## src/rtl/uart_baud_gen_if.sv

```systemverilog
// Control and tick bundle of the UART baud generator. The master side
// programs the divisor and phase; the slave side (the generator) returns
// the oversample, bit-centre and bit-boundary ticks.
interface uart_baud_gen_if #(
  parameter int CNT_WIDTH  = 16,
  parameter int FRAC_WIDTH = 4
);
  logic                  en;
  logic                  load;
  logic [CNT_WIDTH-1:0]  div_in;
  logic [FRAC_WIDTH-1:0] frac_in;
  logic                  resync;
  logic                  os_tick;
  logic                  mid_tick;
  logic                  bit_tick;

  modport master (
    output en, load, div_in, frac_in, resync,
    input  os_tick, mid_tick, bit_tick
  );

  modport slave (
    input  en, load, div_in, frac_in, resync,
    output os_tick, mid_tick, bit_tick
  );
endinterface

```

## src/rtl/uart_baud_gen.sv

```systemverilog
// Fractional baud-rate generator. A down-counter produces one os_tick every
// active_div (+1 on accumulator carry) clocks, giving an average period of
// active_div + active_frac/2^FRAC_WIDTH. An oversample index derives the
// bit-centre and bit-boundary ticks. New divisors are staged in shadow
// registers and applied at a period boundary so a running period is never cut.
module uart_baud_gen #(
  parameter int CNT_WIDTH   = 16,
  parameter int FRAC_WIDTH  = 4,
  parameter int OVERSAMPLE  = 16,
  parameter int DEFAULT_DIV = 1000
) (
  input  logic           clk,
  input  logic           rst_n,
  uart_baud_gen_if.slave bus
);

  localparam int IDX_WIDTH = $clog2(OVERSAMPLE);

  localparam logic [CNT_WIDTH-1:0] DIV_RST  = CNT_WIDTH'(DEFAULT_DIV);
  localparam logic [CNT_WIDTH-1:0] CNT_ONE  = CNT_WIDTH'(1);
  localparam logic [CNT_WIDTH-1:0] CNT_TWO  = CNT_WIDTH'(2);
  localparam logic [IDX_WIDTH-1:0] IDX_LAST = IDX_WIDTH'(OVERSAMPLE - 1);
  localparam logic [IDX_WIDTH-1:0] IDX_MID  = IDX_WIDTH'(OVERSAMPLE / 2);

  logic [CNT_WIDTH-1:0]  active_div;
  logic [FRAC_WIDTH-1:0] active_frac;
  logic [CNT_WIDTH-1:0]  shadow_div;
  logic [FRAC_WIDTH-1:0] shadow_frac;
  logic                  pend;
  logic [CNT_WIDTH-1:0]  cnt;
  logic [FRAC_WIDTH-1:0] acc;
  logic [IDX_WIDTH-1:0]  os_idx;

  logic [CNT_WIDTH-1:0]  div_clamp;
  logic [CNT_WIDTH-1:0]  bnd_div;
  logic [FRAC_WIDTH-1:0] bnd_frac;
  logic [FRAC_WIDTH-1:0] acc_next;
  logic                  carry;
  logic [CNT_WIDTH-1:0]  reload;
  logic [IDX_WIDTH-1:0]  idx_next;

  // Boundary arithmetic: clamp the incoming divisor, pick shadow values when a
  // load is pending, then form the next accumulator and counter reload value.
  always_comb begin
    div_clamp = (bus.div_in < CNT_TWO) ? CNT_TWO : bus.div_in;
    bnd_div   = pend ? shadow_div  : active_div;
    bnd_frac  = pend ? shadow_frac : active_frac;
    {carry, acc_next} = {1'b0, acc} + {1'b0, bnd_frac};
    // bnd_div >= 2, so the decrement cannot wrap and +carry cannot overflow.
    reload    = bnd_div - CNT_ONE + {{(CNT_WIDTH-1){1'b0}}, carry};
    idx_next  = (os_idx == IDX_LAST) ? '0 : os_idx + 1'b1;
  end

  // Divisor staging, period counter, fractional accumulator and tick outputs.
  always_ff @(posedge clk or negedge rst_n) begin
    if (!rst_n) begin
      active_div   <= DIV_RST;
      active_frac  <= '0;
      shadow_div   <= DIV_RST;
      shadow_frac  <= '0;
      pend         <= 1'b0;
      cnt          <= DIV_RST - CNT_ONE;
      acc          <= '0;
      os_idx       <= '0;
      bus.os_tick  <= 1'b0;
      bus.mid_tick <= 1'b0;
      bus.bit_tick <= 1'b0;
    end else begin
      bus.os_tick  <= 1'b0;
      bus.mid_tick <= 1'b0;
      bus.bit_tick <= 1'b0;
      if (bus.resync) begin
        // Phase restart wins over counting; a simultaneous load takes effect
        // immediately rather than waiting for a boundary.
        acc    <= '0;
        os_idx <= '0;
        if (bus.load) begin
          active_div  <= div_clamp;
          active_frac <= bus.frac_in;
          shadow_div  <= div_clamp;
          shadow_frac <= bus.frac_in;
          pend        <= 1'b0;
          cnt         <= div_clamp - CNT_ONE;
        end else begin
          cnt <= active_div - CNT_ONE;
        end
      end else begin
        if (bus.load) begin
          shadow_div  <= div_clamp;
          shadow_frac <= bus.frac_in;
          pend        <= 1'b1;
        end
        if (!bus.en) begin
          // Idle: no period is in flight to protect, so apply staged values now.
          if (pend) begin
            active_div  <= shadow_div;
            active_frac <= shadow_frac;
            if (!bus.load) pend <= 1'b0;
          end
        end else if (cnt != '0) begin
          cnt <= cnt - CNT_ONE;
        end else begin
          bus.os_tick  <= 1'b1;
          bus.bit_tick <= (idx_next == '0);
          bus.mid_tick <= (idx_next == IDX_MID);
          cnt          <= reload;
          acc          <= acc_next;
          os_idx       <= idx_next;
          // A load landing on this same edge uses the older shadow values and
          // stays pending for the next boundary.
          if (pend) begin
            active_div  <= shadow_div;
            active_frac <= shadow_frac;
            if (!bus.load) pend <= 1'b0;
          end
        end
      end
    end
  end

endmodule
```

## src/flat_wrapper.sv

```systemverilog
// flat-port wrapper written by rule: the top's interface ports become plain ports
module uart_baud_gen_flat 
#(
  parameter int CNT_WIDTH   = 16,
  parameter int FRAC_WIDTH  = 4,
  parameter int OVERSAMPLE  = 16,
  parameter int DEFAULT_DIV = 1000
)
  (clk, rst_n, bus_en, bus_load, bus_div_in, bus_frac_in, bus_resync, bus_os_tick, bus_mid_tick, bus_bit_tick);
  uart_baud_gen_if #(.CNT_WIDTH(CNT_WIDTH), .FRAC_WIDTH(FRAC_WIDTH)) bus_i ();
  input  logic clk;
  input  logic rst_n;
  input wire logic [$bits(bus_i.en)-1:0] bus_en;
  input wire logic [$bits(bus_i.load)-1:0] bus_load;
  input wire logic [$bits(bus_i.div_in)-1:0] bus_div_in;
  input wire logic [$bits(bus_i.frac_in)-1:0] bus_frac_in;
  input wire logic [$bits(bus_i.resync)-1:0] bus_resync;
  output wire logic [$bits(bus_i.os_tick)-1:0] bus_os_tick;
  output wire logic [$bits(bus_i.mid_tick)-1:0] bus_mid_tick;
  output wire logic [$bits(bus_i.bit_tick)-1:0] bus_bit_tick;
  assign bus_i.en = bus_en;
  assign bus_i.load = bus_load;
  assign bus_i.div_in = bus_div_in;
  assign bus_i.frac_in = bus_frac_in;
  assign bus_i.resync = bus_resync;
  assign bus_os_tick = bus_i.os_tick;
  assign bus_mid_tick = bus_i.mid_tick;
  assign bus_bit_tick = bus_i.bit_tick;
  uart_baud_gen #(.CNT_WIDTH(CNT_WIDTH), .FRAC_WIDTH(FRAC_WIDTH), .OVERSAMPLE(OVERSAMPLE), .DEFAULT_DIV(DEFAULT_DIV)) u_core (.clk(clk), .rst_n(rst_n), .bus(bus_i));
endmodule
```

## config.mk

```make
export PLATFORM = sky130hd
export DESIGN_NAME = uart_baud_gen_flat
export DESIGN_NICKNAME = d
export VERILOG_FILES = /design/src/rtl/uart_baud_gen_if.sv /design/src/rtl/uart_baud_gen.sv /design/src/flat_wrapper.sv
export SDC_FILE = /design/constraint.sdc
export NUM_CORES = 1
export LEC_CHECK = 0
export ABC_AREA = 1
export CORE_MARGIN = 4
export CORE_UTILIZATION = 40
export CTS_CLUSTER_SIZE = 24
export DETAILED_ROUTE_END_ITERATION = 8
export GPL_TIMING_DRIVEN = 0
export PLACE_DENSITY_LB_ADDON = 0.08
export REMOVE_ABC_BUFFERS = 1
export SETUP_SLACK_MARGIN = 0.15
export SLEW_MARGIN = 30
export SYNTH_ARGS = -nofsm -noshare
export SYNTH_HDL_FRONTEND = slang
export SYNTH_SLANG_ARGS = --single-unit
```

## constraint.sdc

```tcl
create_clock -name clk -period 5 [get_ports clk]
set_input_delay 1 -clock clk [delete_from_list [all_inputs] [get_ports clk]]
set_output_delay 1 -clock clk [all_outputs]
set_load 0.005 [all_outputs]
```

==> results of run 1 <==
[path summary, 6_finish.rpt]
path	start	to	slack, ps	cells after the start
worst max register to register	u_core.pend	u_core.cnt[12]	1340	17
max in group asynchronous	rst_n	u_core.active_div[8]	3770	2
worst max-delay path	u_core.pend	u_core.cnt[12]	1340	17
min in group asynchronous	rst_n	u_core.os_idx[2]	600	1
worst min register to register	u_core.shadow_div[8]	u_core.shadow_div[8]	460	2
worst min-delay path	u_core.shadow_div[8]	u_core.shadow_div[8]	460	2
[per-stage QoR]
step | instances | worst slack (ps) | util
5_1_grt | 847 | 1066 | 0.4685
2_1_floorplan | 659 | 1765 | -
6_report | 847 | 1336 | 0.4685
3_3_place_gp | 829 | 196.0 | 0.4395
4_1_cts | 847 | 1345 | 0.4683
3_5_place_dp | 831 | 1337 | 0.4416
[critical path: cells and delay by family, from the launching register on]
family / cells / cell delay, ps
AOI/OAI and AO/OA: 4 / 680
DFF: 1 / 860
adders and majority gates: 4 / 1060
and+or+nand+nor: 9 / 920
[power by group]
group / total (W) / switching (W) / internal (W)
Combinational: 0.000474 / 0.000313 / 0.000161
Sequential: 0.000698 / 0.0000615 / 0.000636
Clock: 0.000682 / 0.000247 / 0.000435
[layout make-up]
cell class                      count  share of cell area
Sequential cell                    68              0.3175
Tap cell                          143             0.03288
Timing Repair Buffer               29             0.05381
Clock inverter                      5             0.01426
Multi-Input combinational cell    509              0.4817
Clock buffer                       11             0.04277
Inverter                           82             0.05702
[sequential cells by signal (all words and copies together) (netlist names)]
| name | cells |
|---|---|
| u_core.acc | 4 |
| u_core.active_div | 16 |
| u_core.active_frac | 4 |
| u_core.bus.bit_tick | 1 |
| u_core.bus.mid_tick | 1 |
| u_core.bus.os_tick | 1 |
| u_core.cnt | 16 |
| u_core.os_idx | 4 |
| u_core.pend | 1 |
| u_core.shadow_div | 16 |
| u_core.shadow_frac | 4 |
[placed cells by master, fill, tap and decap left out, types with 2 or more instances in the layout]
master	instances
o21ai_1	25
nor4_1	3
xnor2_1	7
a22o_1	3
o211ai_1	19
nor3_1	6
ha_1	11
a21oi_1	15
inv_1	77
nand4_1	11
o221ai_1	3
o2111ai_1	2
xor2_1	12
nor2_1	60
a31oi_1	4
buf_2	2
o21ai_0	60
clkinv_2	4
clkbuf_1	2
bufinv_16	2
nor2_2	11
clkdlybuf4s50_1	24
nor2_4	3
nand3_1	44
dfstp_2	20
inv_2	3
nand2_2	2
nand2_1	192
dfrtp_1	47
nor3_2	2
clkbuf_16	9
[cell families after synthesis]
kind of cell             share of synthesized area
buffers and inverters                      0.09745
flip-flops                                  0.3586
AO/OA/AOI/OAI                               0.1694
adder cells (fa/ha/maj)                    0.03274
AND/OR/NAND/NOR                             0.3072
XOR/XNOR                                   0.03456
[metal layers]
layer  share of wire  routed length, µm  track usage
met1            0.51               6705       0.2952
met2            0.42               5462       0.2691
met3           0.054                706      0.04469
met4           0.015                197      0.06520
met5               0                  0            0
==> impl_metrics.ini, run 1 <==
[run_status]
status = finished clean

[cts]
ctsLongestPathBuffers = 2
ctsHoldBuffers = 0
clk_latency_ps = 350
ctsRootBufferMaster = clkbuf_16
post_cts_buffers = 0
h-tree-depth = 3
cts_resized = 0
cts_tree = yes
cts_buffers = 9
clkSinkCount = 68
cts.reportedPaths.clkPinSlew_ps = 60

[floorplan]
rows = 39
start_util = 0.4146
fp.coreArea_um2 = 11610
io_pins = 28
die_w_um = 117.7
fp.dieH_um = 117.7
die_area_um2 = 13860

[drt]
vias = 4561
ant_nets = 0
avgRoutedWirePerCell_um = 15.43
route.detailed.drc = 0
postRouteWirelength_mm = 13.07
drtIter0Drc = 268
routed_via_density = 5.385
dr.pass1.iters = 5

[logic_synthesis]
seq_area_frac_synth = 0.3586
synth_commonest_cells = nand2_1 (192), inv_1 (77), nor2_1 (61), o21ai_0 (60), dfrtp_1 (48)
synth_edf_count = 0
synth_top_area_cell = dfrtp_1
yosysWarnings = 0
ys_seq_elements = 68
synth_top_area_frac = 0.2495
syn_avg_cell_area_um2 = 7.029
async_reset_ff_frac = 1.000
synth_area_leaders = dfrtp_1 (25%), nand2_1 (15%), dfstp_2 (11%)
synth.most_common_cell = nand2_1
synthFlopType = dfrtp_1
synth.distinct_cells = 45
synth_area_um2 = 4815
postSynthCellCount = 685

[worst_setup_path]
critical_path_arrival_ps = 3900
start_kind = flop
required_ps = 5230
cpPeakStageDelay_ps = 860
cp_cell_sequence = o21ai_0 > ha_1 > fa_1 > nand2_1 > nand2_1 > a21oi_1 > ha_1 > ha_1 > nand2_1 > nor2_2 > nand3_1 > o21ai_1 > o21ai_1 > nand2_1 > nand2_1 > nand3_1 > nand2_1
cp_max_fo = 47
end_kind = flop
crit_type = flop to flop
path_common_cell = nand2_1
critPathSlowestCell = dfrtp_2

[sta]
finalHoldViolCount = 0
whs_ps = 460.5
slew_viol_final = 0
relSlewSlack = 0.4862
fmax_ghz = 0.2729
fin_skew_ps = 7.074
period_needed_ps = 3664
setup-violations-final = 0
rsz0062_at_grt = no
setup_tns_ps = 0
fin_crit_sh = 0.7328
worst_slew_pin_slew_ps = 767.9

[power]
ir_drop_mv = 0.2909
pwr_density_cell_nw_per_um2 = 340.7
power.leakage_nw = 2.475
finalPower_w = 0.001854

[global_route]
antenna_found_initial = 0
gr-usage-all-layers = 0.1945
grt_pass1_wl_mm = 21.52
grt_pass1_vias = 4232
grt_max_degree = 48
gr-total-overflow = 0

[layout]
n_fill_cell = 1203
multi_input_area_um2 = 2621
layout.nets = 736
synthToLayoutAreaGrowth_pct = 13.02
regArea_um2 = 1728
stdcell_area_um2 = 5441
n_antenna_cell = 0
drive_gt1_frac = 0.1023

[placement]
numPortBuffers = 27
placed_area_um2 = 5129
place_congestion = 0.8736
hpwl_mm = 9.424

[job]
max_cap_viol_count = 0

[hold_path]
hold_class = flop to flop
Note: power is estimated with default switching activity, not from simulation.
==> run 2, diff against run 1 <==
==> constraint.sdc (replaced) <==
create_clock -name clk -period 3.5 [get_ports clk]
set_input_delay 0.7 -clock clk [delete_from_list [all_inputs] [get_ports clk]]
set_output_delay 0.7 -clock clk [all_outputs]
set_load 0.005 [all_outputs]
==> impl_metrics.ini, run 2 (synthesis results as in run 1) <==
[run_status]
status = finished clean

[hold_path]
hold_class = input pin to async pin

[global_route]
antenna_found_initial = 0
gr-total-overflow = 0
grt_pass1_vias = 4269
gr-usage-all-layers = 0.1963
grt_max_degree = 45
grt_pass1_wl_mm = 21.72

[sta]
setup-violations-final = 0
rsz0062_at_grt = no
worst_slew_pin_slew_ps = 831.1
slew_viol_final = 0
whs_ps = 293.5
fin_skew_ps = 7.428
finalHoldViolCount = 0
setup_tns_ps = 0
relSlewSlack = 0.4439
fmax_ghz = 0.3222
setup_ws_ps = 395.9
period_needed_ps = 3104
fin_crit_sh = 0.8869

[cts]
clkSinkCount = 68
cts.reportedPaths.clkPinSlew_ps = 60
ctsLongestPathBuffers = 2
cts_buffers = 9
cts_tree = yes
h-tree-depth = 3
clk_latency_ps = 350
ctsHoldBuffers = 0
ctsRootBufferMaster = clkbuf_16

[floorplan]
fp.dieH_um = 117.7
io_pins = 28
die_w_um = 117.7
die_area_um2 = 13860
fp.coreArea_um2 = 11610
rows = 39
start_util = 0.4146

[worst_setup_path]
start_kind = flop
required_ps = 3730
end_kind = flop
cp_max_fo = 13
crit_type = flop to flop
critical_path_arrival_ps = 3340

[layout]
layout_common_cells = nand2_1 (191), inv_1 (77), o21ai_0 (60), nor2_1 (60), dfrtp_1 (47)
final_common_cell = nand2_1
n_antenna_cell = 0
reg_top3 = u_core.active_div: 16 flops, u_core.cnt: 16 flops, u_core.shadow_div: 16 flops
layout.nets = 740
synthToLayoutAreaGrowth_pct = 14.06
finalNonFillerCells = 851
drive_gt1_frac = 0.1102
post-route-util = 0.4729
n_fill_cell = 1195

[drt]
top_layer = met4
ant_nets = 0
wl_met1_mm = 6.698
wl_met3_um = 737
vias = 4560
dr.pass1.iters = 5
postRouteWirelength_mm = 13.22
route.detailed.drc = 0
drtIter0Drc = 271
routed_via_density = 5.358
avgRoutedWirePerCell_um = 15.54
wl_met2_mm = 5.592

[job]
max_cap_viol_count = 0

[power]
pwr_density_cell_nw_per_um2 = 484.9
power.leakage_nw = 2.498
ir_drop_mv = 0.4162

[placement]
pre_cts_ws_ps = -142.3
place_inst = 831
place_congestion = 0.8736
hpwl_mm = 9.424
numPortBuffers = 27
## run 2: changes by cell type in the layout (fill, tap and decap cells not counted)
cell,delta
dfrtp_2,-1
buf_8,+1
ha_1,-1
ha_2,+1
buf_4,+3
nand2_1,-1
dfrtp_4,+1
nand2_2,+1
nor2_2,-1
nor2_4,+1
## run 2: metal layers
metal,vias up,GRT usage
met4,0,0.06520
met2,111,0.2760
met5,-,0
met3,13,0.04469
li1,2289,-
met1,2147,0.2949
## run 2: area by class of cell
class / instances / area [µm²] / area share
Multi-Input combinational cell: 509 / 2631 / 0.4792
Sequential cell: 68 / 1730 / 0.3151
Clock inverter: 5 / 77.57 / 0.01413
Inverter: 82 / 310.3 / 0.05650
Tap cell: 143 / 178.9 / 0.03258
Clock buffer: 11 / 232.7 / 0.04238
Timing Repair Buffer: 33 / 330.3 / 0.06015
## run 2: stage by stage
step	cell area (µm²)	power [W]
floorplan	4654	0.001460
global placement	5104	0.001668
detailed placement	5129	0.001679
CTS	5456	0.002672
global route	5492	0.002843
finish	5492	0.002663
## run 2: what timing repair did
item,4_1_cts,5_1_grt
resized for setup,1,3
setup buffers,1,3
setup endpoints to repair,8,4
pin swaps,0,1
endpoints found under the hold margin,0,0
## run 2: worst paths after layout
path	endpoint	cells after the start	start	slack, ps
hold / removal	u_core.os_idx[2]	1	rst_n	290
hold reg to reg	u_core.shadow_div[8]	2	u_core.shadow_div[8]	460
setup / recovery	u_core.cnt[12]	18	u_core.pend	400
setup reg to reg	u_core.cnt[12]	18	u_core.pend	400
min in group clk	u_core.shadow_div[8]	2	u_core.shadow_div[8]	460
max in group asynchronous	u_core.active_div[8]	2	rst_n	2570
## run 2: where the power goes
| group | internal [W] | total, W | switching, W |
|---|---|---|---|
| logic | 0.000238 | 0.000701 | 0.000463 |
| registers | 0.000909 | 0.000987 | 0.0000775 |
| clock network | 0.000621 | 0.000975 | 0.000354 |
| total | 0.00177 | 0.00266 | 0.000894 |
## run 2: worst max-delay path: stages, from the launching register on
cell and delay, ps:
dfrtp_4 550, nand2_1 80, o21ai_0 130, ha_1 250, fa_1 370, nand2_1 90, nand2_1 60, a21oi_1 150
ha_2 230, ha_1 180, nand2_2 110, nor2_4 140, nand3_1 130, o21ai_1 140, o21ai_1 80, nand2_1 80
nand2_1 50, nand3_1 90, nand2_1 60
==> run 3, diff against run 2 <==
--- a/config.mk
+++ b/config.mk
@@ -12,7 +12,6 @@
 export DETAILED_ROUTE_END_ITERATION = 8
 export GPL_TIMING_DRIVEN = 0
 export PLACE_DENSITY_LB_ADDON = 0.08
-export REMOVE_ABC_BUFFERS = 1
 export SETUP_SLACK_MARGIN = 0.15
 export SLEW_MARGIN = 30
 export SYNTH_ARGS = -nofsm -noshare
==> impl_metrics.ini, run 3 (synthesis results as in run 1) <==
[cts]
ctsHoldBuffers = 0
cts_buffers = 9
clk_latency_ps = 340
h-tree-depth = 3
cts_tree = yes
ctsLongestPathBuffers = 2
ctsRootBufferMaster = clkbuf_16
cts.reportedPaths.clkPinSlew_ps = 60
clkSinkCount = 68
post_cts_buffers = 0

[global_route]
grt_pass1_vias = 4446
antenna_found_initial = 0
grt_max_degree = 40
gr-usage-all-layers = 0.2151
grt_pass1_wl_mm = 23.71
gr-total-overflow = 0

[sta]
relSlewSlack = 0.4604
whs_ps = 293.0
worst_slew_pin_slew_ps = 800.9
fin_skew_ps = 9.435
rsz0062_at_grt = no
fmax_ghz = 0.3146
slew_viol_final = 0
period_needed_ps = 3178
setup-violations-final = 0
fin_crit_sh = 0.9081
setup_ws_ps = 321.7
finalHoldViolCount = 0

[layout]
drive_gt1_frac = 0.1171
post-route-util = 0.4821
layout.nets = 758
stdcell_area_um2 = 5599
n_antenna_cell = 0
final_common_cell = nand2_1
reg_top3 = u_core.active_div: 16 flops, u_core.cnt: 16 flops, u_core.shadow_div: 16 flops
synthToLayoutAreaGrowth_pct = 16.29
layout_common_cells = nand2_1 (191), inv_1 (77), nor2_1 (61)
n_fill_cell = 1203

[floorplan]
start_util = 0.4146
io_pins = 28
rows = 39
fp.coreArea_um2 = 11610
die_area_um2 = 13860
die_w_um = 117.7
fp.dieH_um = 117.7

[drt]
vias = 4679
drtIter0Drc = 458
avgRoutedWirePerCell_um = 16.91
postRouteWirelength_mm = 14.69
ant_nets = 0
route.detailed.drc = 0
routed_via_density = 5.384
dr.pass1.iters = 6

[worst_setup_path]
end_kind = flop
required_ps = 3720
start_kind = flop
cp_max_fo = 19
reg2reg_slack_ps = 320
critical_path_arrival_ps = 3400
crit_type = flop to flop

[power]
pwr_density_cell_nw_per_um2 = 485.7
ir_drop_mv = 0.3796
finalPower_w = 0.002720
power.leakage_nw = 2.544

[placement]
hpwl_mm = 11.16
numPortBuffers = 25
place_congestion = 0.9391
pre_cts_ws_ps = -214.2
placed_area_um2 = 5261

[job]
max_cap_viol_count = 0

[run_status]
status = finished clean

[logic_synthesis]
syn_nets = 722

[hold_path]
hold_class = input pin to async pin
-- run 3: path summary, 6_finish.rpt --
kind	depth (start not counted)	from	end
hold / removal	1	rst_n	u_core.bus.bit_tick
hold reg to reg	2	u_core.shadow_div[6]	u_core.shadow_div[6]
max in group asynchronous	2	rst_n	u_core.shadow_div[3]
setup reg to reg	20	u_core.pend	u_core.cnt[12]
min in group clk	2	u_core.shadow_div[6]	u_core.shadow_div[6]
setup / recovery	20	u_core.pend	u_core.cnt[12]
-- run 3: report_power, final --
group / leakage, nW / switching (W) / internal [W]
registers: 0.809 / 0.0000739 / 0.000908
logic: 1.59 / 0.000503 / 0.000247
clock network: 0.149 / 0.000362 / 0.000625
total: 2.54 / 0.000939 / 0.00178
-- run 3: critical path, cell delays in order (launching register included) --
cell and delay [ps]:
dfrtp_1 370, buf_4 180, buf_6 170, nand2_1 60
o21ai_1 90, ha_2 200, fa_1 390, nand2_1 100
nand2_1 60, a21oi_1 130, ha_2 210, ha_1 200
nand2_2 110, nor2_4 180, nand3_2 110, o21ai_1 150
o21ai_1 80, nand2_1 60, nand2_1 50, nand3_1 90
nand2_1 70
-- run 3: cell type report --
cell class	count	area, µm²	share of cell area
buffer	25	162.7	0.02905
inverter	82	309.0	0.05520
clock buffer	10	229.0	0.04089
clock inverter	6	88.84	0.01587
tap	143	178.9	0.03196
timing repair buffer	26	267.8	0.04782
sequential	68	1727	0.3084
multi-input combinational	509	2636	0.4708
-- run 3: repair_timing --
item | 4_1_cts | 5_1_grt
resized for setup | 2 | 7
pin swaps | 0 | 2
setup endpoints to repair | 9 | 5
-- run 3: stage by stage --
step           std cells  TNS (ps)
6_report             869         0
5_1_grt              869         0
4_1_cts              869         0
3_5_place_dp         854    -322.7
3_3_place_gp         853    -37240
2_1_floorplan        685         0
-- run 3: per-layer routing --
| metal | global-route usage | part of all wire | vias up |
|---|---|---|---|
| li1 | - | - | 2323 |
| met1 | 0.3076 | 0.48 | 2169 |
| met2 | 0.3252 | 0.44 | 172 |
| met3 | 0.03892 | 0.065 | 15 |
| met4 | 0.07766 | 0.016 | 0 |
| met5 | 0 | 0 | - |
